File: config.mk
export PLATFORM = sky130hd
export DESIGN_NAME = conv_window_sequencer
export DESIGN_NICKNAME = d
export VERILOG_FILES = /design/src/rtl/conv_window_sequencer.sv
export SDC_FILE = /design/constraint.sdc
export NUM_CORES = 1
export LEC_CHECK = 0
export CAP_MARGIN = 20
export CORE_AREA = 10 10 199 163
export DETAILED_ROUTE_END_ITERATION = 7
export DIE_AREA = 0 0 209 173
export PLACE_DENSITY = 0.83
export SYNTH_ARGS = -nofsm -noshare
export SYNTH_HDL_FRONTEND = slang
export SYNTH_SLANG_ARGS = --single-unit
File: constraint.sdc
create_clock -name clock -period 8.3 [get_ports clock]
set_input_delay 1.66 -clock clock [delete_from_list [all_inputs] [get_ports clock]]
set_output_delay 1.66 -clock clock [all_outputs]
set_load 0.005 [all_outputs]
File: src/rtl/conv_window_sequencer.sv
// Sequencer for one 2-D valid-mode convolution using a single time-shared MAC.
// Reads image/kernel RAMs (1-cycle read latency) and writes saturated results to an output RAM.
module conv_window_sequencer #(
    parameter int SIZE      = 8,
    parameter int SIZEKer   = 3,
    parameter int WIDTH_BIT = 16,
    parameter int FRAC      = 0,
    localparam int OUT  = SIZE - SIZEKer + 1,
    localparam int IA_W = (SIZE * SIZE > 1) ? $clog2(SIZE * SIZE) : 1,
    localparam int KA_W = (SIZEKer * SIZEKer > 1) ? $clog2(SIZEKer * SIZEKer) : 1,
    localparam int OA_W = (OUT * OUT > 1) ? $clog2(OUT * OUT) : 1
) (
    input  logic                        clock,
    input  logic                        reset,
    input  logic                        start,
    output logic                        busy,
    output logic                        done,
    output logic [IA_W-1:0]             img_addr,
    input  logic signed [WIDTH_BIT-1:0] img_rdata,
    output logic [KA_W-1:0]             ker_addr,
    input  logic signed [WIDTH_BIT-1:0] ker_rdata,
    output logic                        out_we,
    output logic [OA_W-1:0]             out_addr,
    output logic signed [WIDTH_BIT-1:0] out_data
);

    localparam int CNT_W = $clog2(SIZE + 1);
    localparam int ACC_W = 2 * WIDTH_BIT + $clog2(SIZEKer * SIZEKer);

    localparam logic signed [ACC_W-1:0] SAT_MAX =
        {{(ACC_W - WIDTH_BIT + 1){1'b0}}, {(WIDTH_BIT - 1){1'b1}}};
    localparam logic signed [ACC_W-1:0] SAT_MIN =
        {{(ACC_W - WIDTH_BIT + 1){1'b1}}, {(WIDTH_BIT - 1){1'b0}}};

    typedef enum logic [2:0] {
        S_IDLE,
        S_FETCH,
        S_LAST,
        S_WRITE,
        S_DONE
    } state_t;

    state_t                    state_q, state_d;
    logic [CNT_W-1:0]          oi_q, oi_d, oj_q, oj_d;
    logic [CNT_W-1:0]          ki_q, ki_d, kj_q, kj_d;
    logic signed [ACC_W-1:0]   acc_q, acc_d, acc_shift;
    logic signed [2*WIDTH_BIT-1:0] prod;
    logic                      tap_valid_q;

    always_ff @(posedge clock or posedge reset) begin
        if (reset) begin
            state_q     <= S_IDLE;
            oi_q        <= '0;
            oj_q        <= '0;
            ki_q        <= '0;
            kj_q        <= '0;
            acc_q       <= '0;
            tap_valid_q <= 1'b0;
        end else begin
            state_q     <= state_d;
            oi_q        <= oi_d;
            oj_q        <= oj_d;
            ki_q        <= ki_d;
            kj_q        <= kj_d;
            acc_q       <= acc_d;
            tap_valid_q <= (state_q == S_FETCH);
        end
    end

    assign prod = img_rdata * ker_rdata;

    always_comb begin
        state_d = state_q;
        oi_d    = oi_q;
        oj_d    = oj_q;
        ki_d    = ki_q;
        kj_d    = kj_q;
        acc_d   = acc_q;
        // RAM data trails its address by one cycle, so the MAC runs one state behind FETCH.
        if (tap_valid_q) begin
            acc_d = acc_q + ACC_W'(prod);
        end
        case (state_q)
            S_IDLE: begin
                if (start) begin
                    state_d = S_FETCH;
                    oi_d    = '0;
                    oj_d    = '0;
                    ki_d    = '0;
                    kj_d    = '0;
                    acc_d   = '0;
                end
            end
            S_FETCH: begin
                if (kj_q == CNT_W'(SIZEKer - 1)) begin
                    kj_d = '0;
                    if (ki_q == CNT_W'(SIZEKer - 1)) begin
                        ki_d    = '0;
                        state_d = S_LAST;
                    end else begin
                        ki_d = ki_q + CNT_W'(1);
                    end
                end else begin
                    kj_d = kj_q + CNT_W'(1);
                end
            end
            S_LAST: begin
                state_d = S_WRITE;
            end
            S_WRITE: begin
                acc_d = '0;
                if (oj_q == CNT_W'(OUT - 1)) begin
                    oj_d = '0;
                    if (oi_q == CNT_W'(OUT - 1)) begin
                        oi_d    = '0;
                        state_d = S_DONE;
                    end else begin
                        oi_d    = oi_q + CNT_W'(1);
                        state_d = S_FETCH;
                    end
                end else begin
                    oj_d    = oj_q + CNT_W'(1);
                    state_d = S_FETCH;
                end
            end
            S_DONE: begin
                state_d = S_IDLE;
            end
            default: begin
                state_d = S_IDLE;
            end
        endcase
    end

    assign acc_shift = acc_q >>> FRAC;

    always_comb begin
        busy     = (state_q != S_IDLE);
        done     = (state_q == S_DONE);
        out_we   = (state_q == S_WRITE);
        img_addr = '0;
        ker_addr = '0;
        out_addr = '0;
        out_data = '0;
        if (state_q == S_FETCH) begin
            img_addr = IA_W'((int'(oi_q) + int'(ki_q)) * SIZE + int'(oj_q) + int'(kj_q));
            ker_addr = KA_W'(int'(ki_q) * SIZEKer + int'(kj_q));
        end
        if (state_q == S_WRITE) begin
            out_addr = OA_W'(int'(oi_q) * OUT + int'(oj_q));
            if (acc_shift > SAT_MAX) begin
                out_data = {1'b0, {(WIDTH_BIT - 1){1'b1}}};
            end else if (acc_shift < SAT_MIN) begin
                out_data = {1'b1, {(WIDTH_BIT - 1){1'b0}}};
            end else begin
                out_data = acc_shift[WIDTH_BIT-1:0];
            end
        end
    end

endmodule

==> results of run 1 <==
==> area by class of cell <==
type                    instances  area (um^2)  area share
clock buffers                   5          125     0.00741
clock inverters                 2         12.5    0.000741
inverters                     420         1580      0.0933
multi-input cells            1170        12300       0.727
flip-flops and latches         56         1400      0.0830
well taps                     370          463      0.0274
repair buffers                115         1040      0.0613
==> kinds of logic after synthesis <==
family / count (synthesis) / synth area share
xor gates and xnor gates: 38 / 0.0224
buffers and inverters: 477 / 0.116
and+or+nand+nor: 465 / 0.149
muxes: 20 / 0.0129
adders and majority gates: 455 / 0.524
DFF: 56 / 0.0906
AOI/OAI and AO/OA: 192 / 0.0850
==> final timing paths <==
check / slack (ps) / start / endpoint
min in group asynchronous: 1910 / reset / acc_q[16]
hold reg to reg: 510 / ki_q[3] / ki_q[3]
setup / recovery: 340 / ker_rdata[4] / acc_q[29]
max in group asynchronous: 5900 / reset / state_q[1]
setup reg to reg: 2970 / acc_q[15] / acc_q[35]
hold / removal: 510 / ki_q[3] / ki_q[3]
==> per-layer routing <==
layer	vias to the layer above	track usage	wire length, um
met5	-	0	0
met3	64	0.0279	2450
li1	5311	-	-
met1	5993	0.268	15100
met2	445	0.360	18600
met4	0	0.0500	685
==> worst register-to-register path, stage by stage, from the launching register on <==
cell     delay [ps]
dfrtp_1         450
inv_1           100
fa_1            500
inv_1            50
fa_1            530
fa_1            430
fa_1            500
inv_1            60
fa_1            530
inv_1            50
ha_1            360
nand4_1         190
nor3_2          270
nor3_1          130
and2_4          200
or3_1           400
and4b_1         200
a311o_1         260
==> cell usage in the layout, fill, tap and decap left out, drive strengths merged, types with 13 or more instances in the layout <==
cell type and instances:
inv 420, dfrtp 56, xnor2 25, nand2 168, o21ai 36, mux2i 20
nand3 15, o21a 21, buf 46, nor3 13, nor2 73, and2 139
a21o 27, clkdlybuf4s50 69, ha 133, fa 322, a21oi 40, nand4 14
==> per-stage QoR <==
step	utilization	instances
5_1_grt	0.599	2138
2_1_floorplan	-	1703
3_5_place_dp	0.594	2131
3_3_place_gp	0.594	2131
4_1_cts	0.599	2138
6_report	0.599	2138
==> state kept, by name, indices dropped and copies added, names as in the netlist <==
signal       count
kj_q             4
ki_q             4
oi_q             4
oj_q             4
state_q          3
tap_valid_q      1
acc_q           36
==> flow_metrics.env, run 1 <==
export IMPL_status="complete, no violations"
export IMPL_critical_path_max_stage_delay_ps=740
export IMPL_synth_main_ff_cell="dfrtp_1"
export IMPL_ios=70
export IMPL_dp_slack_ps=103
export IMPL_cp_max_fo=16
export IMPL_post_synth_most_frequent_cells="inv_1, fa_1, nand2_1"
export IMPL_die_width_um=209
export IMPL_netlist_top_cells_area="fa_1, ha_1, inv_1, dfrtp_1, and2_1"
export IMPL_areaGrowthSynthToFinish_pct=9.20
export IMPL_wirelength_mm=36.9
export IMPL_path_buf_inv=6
export IMPL_clkSinkCount=56
export IMPL_row_count=55
export IMPL_synth_edff_count=0
export IMPL_fin_crit_sh=0.959
export IMPL_clk_latency_ps=290
export IMPL_yosysTopAreaCell="fa_1"
export IMPL_rsz0062_at_grt="no"
export IMPL_path_class="in -> reg"
export IMPL_nFillCells=2353
export IMPL_vias=11813
export IMPL_place_congestion=0.973
export IMPL_cts_tree="done"
export IMPL_synth_seq_cells=56
export IMPL_start_util=0.548
export IMPL_worst_path_stages=21
export IMPL_relSlewSlack=0.489
export IMPL_drv_cap=0
export IMPL_worstHoldPathType="reg -> reg"
export IMPL_cpMaxStageDelayCell="clkdlybuf4s50_1"
export IMPL_ctsHoldBuffers=0
export IMPL_crit_required_ps=8480
export IMPL_place_area_mm2=0.0168
export IMPL_cpMostUsedCell="fa_1"
export IMPL_startpoint_type="input pin"
export IMPL_portBuffers=69
export IMPL_ys_types=69
export IMPL_clk_path_buf_depth=2
export IMPL_grt_pass1_vias=12838
export IMPL_drive_gt1_frac=0.0373
export IMPL_netlist_area_mm2=0.0155
export IMPL_cp_end_kind="register"
export IMPL_min_period_ps=7960
export IMPL_yosys_warnings=0
export IMPL_hold_depth=1
export IMPL_tns_ps=0
export IMPL_antenna_found_initial=0
export IMPL_cts_root_buf="clkbuf_16"
export IMPL_synth_cells=1703
export IMPL_fmax_mhz=126
export IMPL_via_per_inst=5.53
export IMPL_postLayoutCellArea_mm2=0.0169
export IMPL_synthMostInstantiatedCell="inv_1"
export IMPL_skew_ps=9.57
export IMPL_post_drt_wl_per_cell_um=17.3
export IMPL_setup_slack_ps=338
export IMPL_grt_max_degree=57
export IMPL_die_area_mm2=0.0362
export IMPL_setup_viol=0
export IMPL_async_reset_ff_frac=1.00
export IMPL_drt_pass1_iter_count=5
export IMPL_coreArea_mm2=0.0282
export IMPL_n_antenna_cell=0
export IMPL_ys_seq_area_frac=0.0906
export IMPL_path_clk_slew_ps=80
export IMPL_place_hpwl_mm=31.5
export IMPL_critPathTopFamily="adder cells"
export IMPL_syn_avg_cell_area_um2=9.08
export IMPL_reg2reg_depth=17
export IMPL_final_hold_violation_count=0
export IMPL_drc=0
export IMPL_grt_use_total=0.207
export IMPL_maxSlewViolCount=0
export IMPL_timing_hold_ws_ps=507
export IMPL_cts_htree_levels=2
export IMPL_yosys_area_top_type_share=0.417
export IMPL_ant_nets=0
export IMPL_syn_nets=2193
export IMPL_finalNetCount=2258
export IMPL_grt_overflow_total=0
export IMPL_post_cts_buffers=0
export IMPL_path_cells="clkdlybuf4s50_1 -> and2_1 -> fa_1 -> inv_1 -> fa_1 -> fa_1 -> inv_1 -> fa_1 -> fa_1 -> inv_1 -> fa_1 -> inv_1 -> ha_1 -> a21oi_1 -> o21bai_1 -> nor4b_1 -> buf_4 -> nand4_1 -> a31oi_1 -> xor2_1 -> o21ai_1"
export IMPL_tightest_slew_ps=767
export IMPL_cts_buffers=5
export IMPL_ctsResizeCount=0
export IMPL_drt_first_iter_violations=943
export IMPL_die_y_um=173
export IMPL_cp_arrival_ps=8140
export IMPL_grt_pass1_wl_mm=63.3
Power of run 1 is left out: the tool's default activity adds up to more than one toggle a clock period on the data nets, which glitch-free logic cannot reach.
==> inputs of run 2 (changes only) <==
--- a/config.mk
+++ b/config.mk
@@ -12,2 +12,3 @@
 export PLACE_DENSITY = 0.83
+export SKIP_CTS_REPAIR_TIMING = 1
 export SYNTH_ARGS = -nofsm -noshare
--- a/constraint.sdc
+++ b/constraint.sdc
@@ -3,2 +3,2 @@
 set_output_delay 1.66 -clock clock [all_outputs]
-set_load 0.005 [all_outputs]
+set_load 0.01 [all_outputs]
==> results of run 2 <==
Same layout as run 1: the final DEF is identical, and so are final timing and power.
Power of run 2 is left out for the same reason.
==> inputs of run 3 (changes only) <==
PLACE_DENSITY = not set   (was 0.83)
PLACE_DENSITY_LB_ADDON = 0.12   (was not set)
==> run 3 against run 2 <==
  * Via count fell by 3.3%
  * Clock skew fell by 0.71 ps
  * Critical endpoint is now acc_q[27]
  * Die area unchanged
==> flow_metrics.env, run 3 (synthesis results as in run 1) <==
export IMPL_status="complete, no violations"
export IMPL_drv_cap=0
export IMPL_relSlewSlack=0.430
export IMPL_maxSlewViolCount=0
export IMPL_timing_reg2reg_setup_slack_ps=3050
export IMPL_coreArea_mm2=0.0282
export IMPL_ant_nets=0
export IMPL_worstHoldPathType="reg -> reg"
export IMPL_post_drt_wl_per_cell_um=17.0
export IMPL_antenna_found_initial=0
export IMPL_cpMaxStageDelayCell="clkdlybuf4s50_1"
export IMPL_skew_ps=8.86
export IMPL_place_congestion=0.901
export IMPL_ios=70
export IMPL_path_clk_slew_ps=80
export IMPL_final_cell_mix="inv_1, fa_1, nand2_1"
export IMPL_nFillCells=2582
export IMPL_final_common_cell="inv_1"
export IMPL_grt_pass1_wl_mm=63.1
export IMPL_clkSinkCount=56
export IMPL_drt_first_iter_violations=685
export IMPL_cts_tree="done"
export IMPL_tightest_slew_ps=854
export IMPL_setup_viol=0
export IMPL_tns_ps=0
export IMPL_min_period_ps=7970
export IMPL_drt_pass1_iter_count=5
export IMPL_grt_pass1_vias=12209
export IMPL_path_buf_inv=4
export IMPL_fin_crit_sh=0.960
export IMPL_wirelength_mm=36.4
export IMPL_place_area_mm2=0.0168
export IMPL_rsz0062_at_grt="no"
export IMPL_cpMostUsedCell="fa_1"
export IMPL_regMostFlops="acc_q"
export IMPL_die_width_um=209
export IMPL_grt_use_total=0.210
export IMPL_start_util=0.548
export IMPL_critical_path_max_stage_delay_ps=820
export IMPL_vias=11429
export IMPL_portBuffers=69
export IMPL_place_hpwl_mm=31.5
export IMPL_cts_htree_levels=2
export IMPL_postLayoutCellArea_mm2=0.0170
export IMPL_die_y_um=173
export IMPL_fmax_mhz=126
export IMPL_row_count=55
export IMPL_clk_path_buf_depth=2
export IMPL_die_area_mm2=0.0362
export IMPL_final_hold_violation_count=0
export IMPL_cts_root_buf="clkbuf_16"
export IMPL_drc=0
export IMPL_timing_hold_ws_ps=492
export IMPL_grt_overflow_total=0
export IMPL_cp_max_fo=10
export IMPL_clk_latency_ps=300
export IMPL_crit_required_ps=8480
export IMPL_n_antenna_cell=0
export IMPL_path_cells="clkdlybuf4s50_1 -> nand2_1 -> fa_1 -> inv_1 -> fa_1 -> fa_1 -> fa_1 -> fa_1 -> inv_1 -> fa_1 -> inv_1 -> ha_1 -> a21oi_1 -> a21boi_1 -> nor3_1 -> and2_4 -> o21ai_0 -> and4_1 -> a311o_1"
export IMPL_critPathTopFamily="adder cells"
export IMPL_startpoint_type="input pin"
export IMPL_grt_max_degree=57
export IMPL_via_per_inst=5.32
export IMPL_finalNetCount=2267
export IMPL_path_class="in -> reg"
export IMPL_cts_buffers=5
export IMPL_areaGrowthSynthToFinish_pct=9.66
export IMPL_largest_register_ffs=36
export IMPL_cp_end_kind="register"
export IMPL_drive_gt1_frac=0.0416
export IMPL_cp_arrival_ps=8150
run 3: worst reg2reg max path: cells and delay by family, from the launching register on:
kind                     cells  cell delay [ps]
AND/OR/NAND/NOR              6             1330
flip-flops                   1              420
AO/OA/AOI/OAI                1              260
buffers and inverters        4              260
adder cells (fa/ha/maj)      6             2850
run 3: cell type report:
cell class	instances	area, um^2	share of cell area
tap	370	463	0.0273
timing repair buffer	124	1100	0.0651
sequential	56	1400	0.0826
inverter	420	1580	0.0929
multi-input combinational	1170	12300	0.724
clock inverter	1	5.00	0.000295
clock buffer	6	129	0.00760
run 3: worst paths after layout:
path                                   start   endpoint  cells past startpoint
worst min-delay path                 ki_q[3]    ki_q[3]                      1
worst min register to register       ki_q[3]    ki_q[3]                      1
worst max register to register     acc_q[15]  acc_q[35]                     17
worst max-delay path            ker_rdata[7]  acc_q[27]                     19
min in group asynchronous              reset   acc_q[2]                      3
max in group asynchronous              reset  acc_q[33]                      3
run 3: stage by stage:
stage	cells	util	worst slack, ps
floorplan	1703	-	862
global placement	2140	0.596	207
detailed placement	2140	0.596	63.6
CTS	2147	0.601	354
global route	2147	0.601	40.9
finish	2147	0.601	333
run 3: metal layers:
metal,track usage,vias to the layer above,share of wire
met5,0,-,0
met1,0.300,5825,0.46
met2,0.339,256,0.48
li1,-,5324,-
met3,0.0306,24,0.052
met4,0.0245,0,0.010
Power of run 3 is left out for the same reason.
==> variant 1: new RTL, settings of run 2 <==
Set the parameter `SIZE` to 32 (it was 8).
--- a/src/rtl/conv_window_sequencer.sv
+++ b/src/rtl/conv_window_sequencer.sv
@@ -1,7 +1,7 @@
 // Sequencer for one 2-D valid-mode convolution using a single time-shared MAC.
 // Reads image/kernel RAMs (1-cycle read latency) and writes saturated results to an output RAM.
 module conv_window_sequencer #(
-    parameter int SIZE      = 8,
+    parameter int SIZE      = 32,
     parameter int SIZEKer   = 3,
     parameter int WIDTH_BIT = 16,
     parameter int FRAC      = 0,
Ports: changed (resized img_addr and out_addr); port bits go from 70 to 78. The function was not compared with the original's and may differ.
==> variant 1 against run 2 <==
  * Design area grew 8.5%
  * Count of clock-buffer cells in the layout increased by 5
  * Setup slack got worse by 0.028 ns
  * Synthesized cell count increased by 7.0%
  * Synthesized area grew 7.1%
  * Die area is the same
  * Routed wire length up 5.5%
  * Maximum frequency is 0.34% lower
  * Critical path depth grew 1
  * Sequential cell count rose by 8
  * Non-clock buffer count is 17 higher
  * Highest routed layer unchanged
Power is not shown: default switching activity piles up to over one toggle a cycle in this logic, so the estimate is an artifact.
==> variant 1: results (changes against run 2) <==
Outcome
  • Status: finished clean (unchanged)

Clock network
  • Skew-Pair Late Insertion Delay: 0.32 ns (was 0.29 ns)
  • Clock slew at the register clock pins of the worst setup and hold paths: 0.06 ns (was 0.08 ns)
  • Number of H-tree levels: 3 (was 2)

Global routing
  • Vias in the first global route: 13.85k (was 12.84k)
  • Largest net degree at the start of global routing: 65 (was 57)
  • Global-route wire length before repair: 67.73 mm (was 63.29 mm)
  • Total routing resource utilization after global routing: 22.25% (was 20.74%)

Cells and area
  • Number of signal-net inverters in the final layout: 432 (was 420)
  • Fillers: 2,280 (was 2,353)
  • Multi-input gate count: 1,269 (was 1,170)
  • Count of antenna diodes in the layout: 0 (unchanged)
  • Number of nets in the layout: 2,427 (was 2,258)
  • Share of the core filled with cells in the final layout: 64.95% (was 59.87%)
  • Combined area of the multi-input logic cells: 13,100 sq um (was 12,280 sq um)
  • Non-clk bufs: 132 (was 115)
  • Layout cells sized above 1: 4.757% (was 3.733%)
  • # clk buffers: 10 (was 5)
  • Clock tree cell share of total cell area: 1.932% (was 0.8148%)
  • Proportion of cell area occupied by registers: 8.740% (was 8.296%)
  • Portion of the layout cell area used by non-clock buffers: 6.486% (was 6.133%)

Synth
  • Ranking of synthesized cells by instance count: 431 x inv_1, 330 x fa_1, 179 x nand2_1 (was 420 x inv_1, 322 x fa_1, 168 x nand2_1)
  • Share of the synthesized area in compound gates (AO/OA/AOI/OAI): 8.718% (was 8.501%)
  • Area share of xor/xnor cells in the synthesized design: 2.697% (was 2.241%)
  • Synth Net Count: 2,341 (was 2,193)
  • Most area-consuming cells after synthesis: fa_1 40%, ha_1 12%, inv_1 9.8% (was fa_1 42%, ha_1 11%, inv_1 10%)
  • Sequential element share of the synthesized area: 9.670% (was 9.059%)

Timing
  • Max_slew headroom: 43.52% (was 48.85%)
  • Worst Setup Slack, final: 0.3106 ns (was 0.3382 ns)
  • Worst clock skew on the final layout: 0.009585 ns (was 0.009572 ns)

Worst setup path
  • Worst setup slack for register-to-register paths: 2.98 ns (was 2.97 ns)
  • Arrival @ worst endpoint: 8.23 ns (was 8.14 ns)

Placed design
  • Gp weighted congestion: 0.9483 (was 0.9734)
  • Post-Place Setup Slack: 0.009330 ns (was 0.1035 ns)
  • Post-detail-place hpwl: 33.16 mm (was 31.51 mm)

Worst hold path
  • Type of the most critical hold path: flop to flop (unchanged)

Route
  • Vias/cell: 5.581 (was 5.525)
## variant 1: cell count changes in the layout (fill, tap and decap cells not counted), moves of 11 or more
cell | before | now
nand3_1 | 15 | 33
xnor2_1 | 25 | 36
inv_1 | 419 | 430
ha_1 | 133 | 154
a21oi_1 | 39 | 55
nand2_1 | 168 | 179
o21ai_0 | 32 | 49
## variant 1: worst paths after layout
path,endpoint,cells after the start,from
worst max register to register,acc_q[32],19,acc_q[15]
worst max-delay path,acc_q[35],22,ker_rdata[1]
max in group asynchronous,oj_q[5],3,reset
worst min-delay path,ki_q[5],1,ki_q[5]
min in group asynchronous,acc_q[4],3,reset
worst min register to register,ki_q[5],1,ki_q[5]
## variant 1: through the flow
stage	hold slack (ns)	instances
after CTS	0.5035	2283
after detailed placement	0.4902	2267
after floorplan	0.4395	1822
after global routing	0.5248	2283
final	0.4949	2283
after global placement	0.4706	2267
## variant 1: worst max-delay path: stages
cell	delay, ns
clkdlybuf4s50_1	0.76
nand2_1	0.19
fa_1	0.69
inv_1	0.11
buf_4	0.16
fa_1	0.48
inv_1	0.05
fa_1	0.49
inv_1	0.05
fa_1	0.48
fa_1	0.49
inv_1	0.05
fa_1	0.53
inv_1	0.04
ha_1	0.39
nand2_1	0.12
or3_1	0.34
nor3_1	0.32
o2111ai_1	0.18
a21o_1	0.22
a311o_1	0.32
o21ai_1	0.10
## variant 1: routing by layer
layer	vias to the layer above	GRT usage, %	wire [um]
met5	-	0	0
met4	0	4.849	726
met3	77	3.620	2711
met2	477	37.68	19480
met1	6420	29.36	16030
li1	5767	-	-
==> variant 2: new RTL, config.mk and constraints of run 2 <==
Made on the original files. Register the inputs `start`, `img_rdata` and `ker_rdata` before use. The logic sees them one clock later.
--- a/src/rtl/conv_window_sequencer.sv
+++ b/src/rtl/conv_window_sequencer.sv
@@ -40,6 +40,16 @@
         S_DONE
     } state_t;
 
+    logic start_q;
+    logic signed [WIDTH_BIT-1:0] img_rdata_q;
+    logic signed [WIDTH_BIT-1:0] ker_rdata_q;
+
+    always_ff @(posedge clock) begin
+        start_q     <= start;
+        img_rdata_q <= img_rdata;
+        ker_rdata_q <= ker_rdata;
+    end
+
     state_t                    state_q, state_d;
     logic [CNT_W-1:0]          oi_q, oi_d, oj_q, oj_d;
     logic [CNT_W-1:0]          ki_q, ki_d, kj_q, kj_d;
@@ -67,7 +77,7 @@
         end
     end
 
-    assign prod = img_rdata * ker_rdata;
+    assign prod = img_rdata_q * ker_rdata_q;
 
     always_comb begin
         state_d = state_q;
@@ -82,7 +92,7 @@
         end
         case (state_q)
             S_IDLE: begin
-                if (start) begin
+                if (start_q) begin
                     state_d = S_FETCH;
                     oi_d    = '0;
                     oj_d    = '0;
Behaviour: not the same (a bounded check fails within 4 cycles, from zero or initial values and one cycle with reset high).
==> variant 2 against run 2 <==
  * Non-clock buffer count is 41 lower
  * Design area is 1.6% higher
  * Routed wire length is 0.95% higher
  * Synthesized area is 2.5% higher
  * Sequential cell count is 33 higher
  * Global-route usage is 0.79 points higher
  * Setup slack better by 1.0 ns
  * Critical path type is now flop to flop
  * Critical endpoint is now acc_q[34]
  * Largest cell class unchanged
  * Highest routed layer unchanged
Power is not shown: default switching activity piles up to over one toggle a cycle in this logic, so the estimate is an artifact.
==> variant 2: results (changes against run 2) <==
Route
  • Total length of routed wires: 37.27 mm (was 36.92 mm)
  • Via count: 11.23k (was 11.81k)
  • Violation count after the first detailed-routing iteration: 924 (was 943)
  • Met2 wire length: 16.92 mm (was 18.63 mm)

Placed design
  • Post-detail-place hpwl: 31.12 mm (was 31.51 mm)

Worst setup path
  • Category of the most critical setup path: flop to flop (was primary input to flop)
  • Critical-path top delay cell: dfxtp_1 (was clkdlybuf4s50_1)
  • Worst reg-to-reg path cell count: 23 (was 17)
  • Crit Reg-Reg Endpoint: acc_q[34] (was acc_q[35])
  • RR Startpoint: ker_rdata_q[2] (was acc_q[15])
  • Worst setup slack for register-to-register paths: 1.36 ns (was 2.97 ns)

Global routing
  • Global-route wire length before repair: 63.69 mm (was 63.29 mm)
  • Met1 GRT Util: 30.75% (was 26.80%)
  • Vias in the first global route: 12.11k (was 12.84k)
  • Total routing resource utilization after global routing: 21.53% (was 20.74%)
  • Met2 usage: 32.81% (was 35.97%)

Synth
  • Sequential element share of the synthesized area: 13.00% (was 9.059%)
  • Netlist cell types: 60 (was 69)
  • Synth Net Count: 2,169 (was 2,193)
  • Ranking of synthesized cells by instance count: 420 x inv_1, 322 x fa_1, 162 x nand2_1 (was 420 x inv_1, 322 x fa_1, 168 x nand2_1)

Clock network
  • Skew-Pair Late Insertion Delay: 0.37 ns (was 0.29 ns)
  • Number of buffers created by CTS: 9 (was 5)

Worst hold path
  • Worst hold path startpoint: start_q (was ki_q[3])
  • Worst min-delay path endpoint: state_q[0] (was ki_q[3])

Outcome
  • Status: finished clean (unchanged)

Cells and area
  • Layout cells sized above 1: 1.974% (was 3.733%)

Timing
  • Smallest hold slack: 0.5034 ns (was 0.5069 ns)
-- variant 2: cells by family after synthesis --
kind of cell	after synthesis	share of synthesized area, %
mux	27	1.704
flops	89	13.00
xor+xnor	44	2.517
compound gates	161	6.991
fa+ha+maj	455	51.15
simple gates	435	13.46
buf+inv	468	11.17
-- variant 2: through the flow --
| step | instance area [sq um] | instances | util, % | worst slack, ns |
|---|---|---|---|---|
| 3_3_place_gp | 16860 | 2076 | 59.75 | 1.629 |
| 3_5_place_dp | 16860 | 2076 | 59.75 | 1.502 |
| 4_1_cts | 17150 | 2092 | 60.80 | 1.431 |
| 2_1_floorplan | 15860 | 1679 | - | 2.121 |
| 5_1_grt | 17150 | 2092 | 60.80 | 1.058 |
| 6_report | 17150 | 2092 | 60.80 | 1.364 |
-- variant 2: final cells by class --
type                       instances  area, sq um
inverter                         421         1580
clock buffer                      11        232.7
timing repair buffer              74        728.2
tap                              370        462.9
multi-input combinational       1122        12020
clock inverter                     5        63.81
sequential                        89         2063
fill                            2318        11060
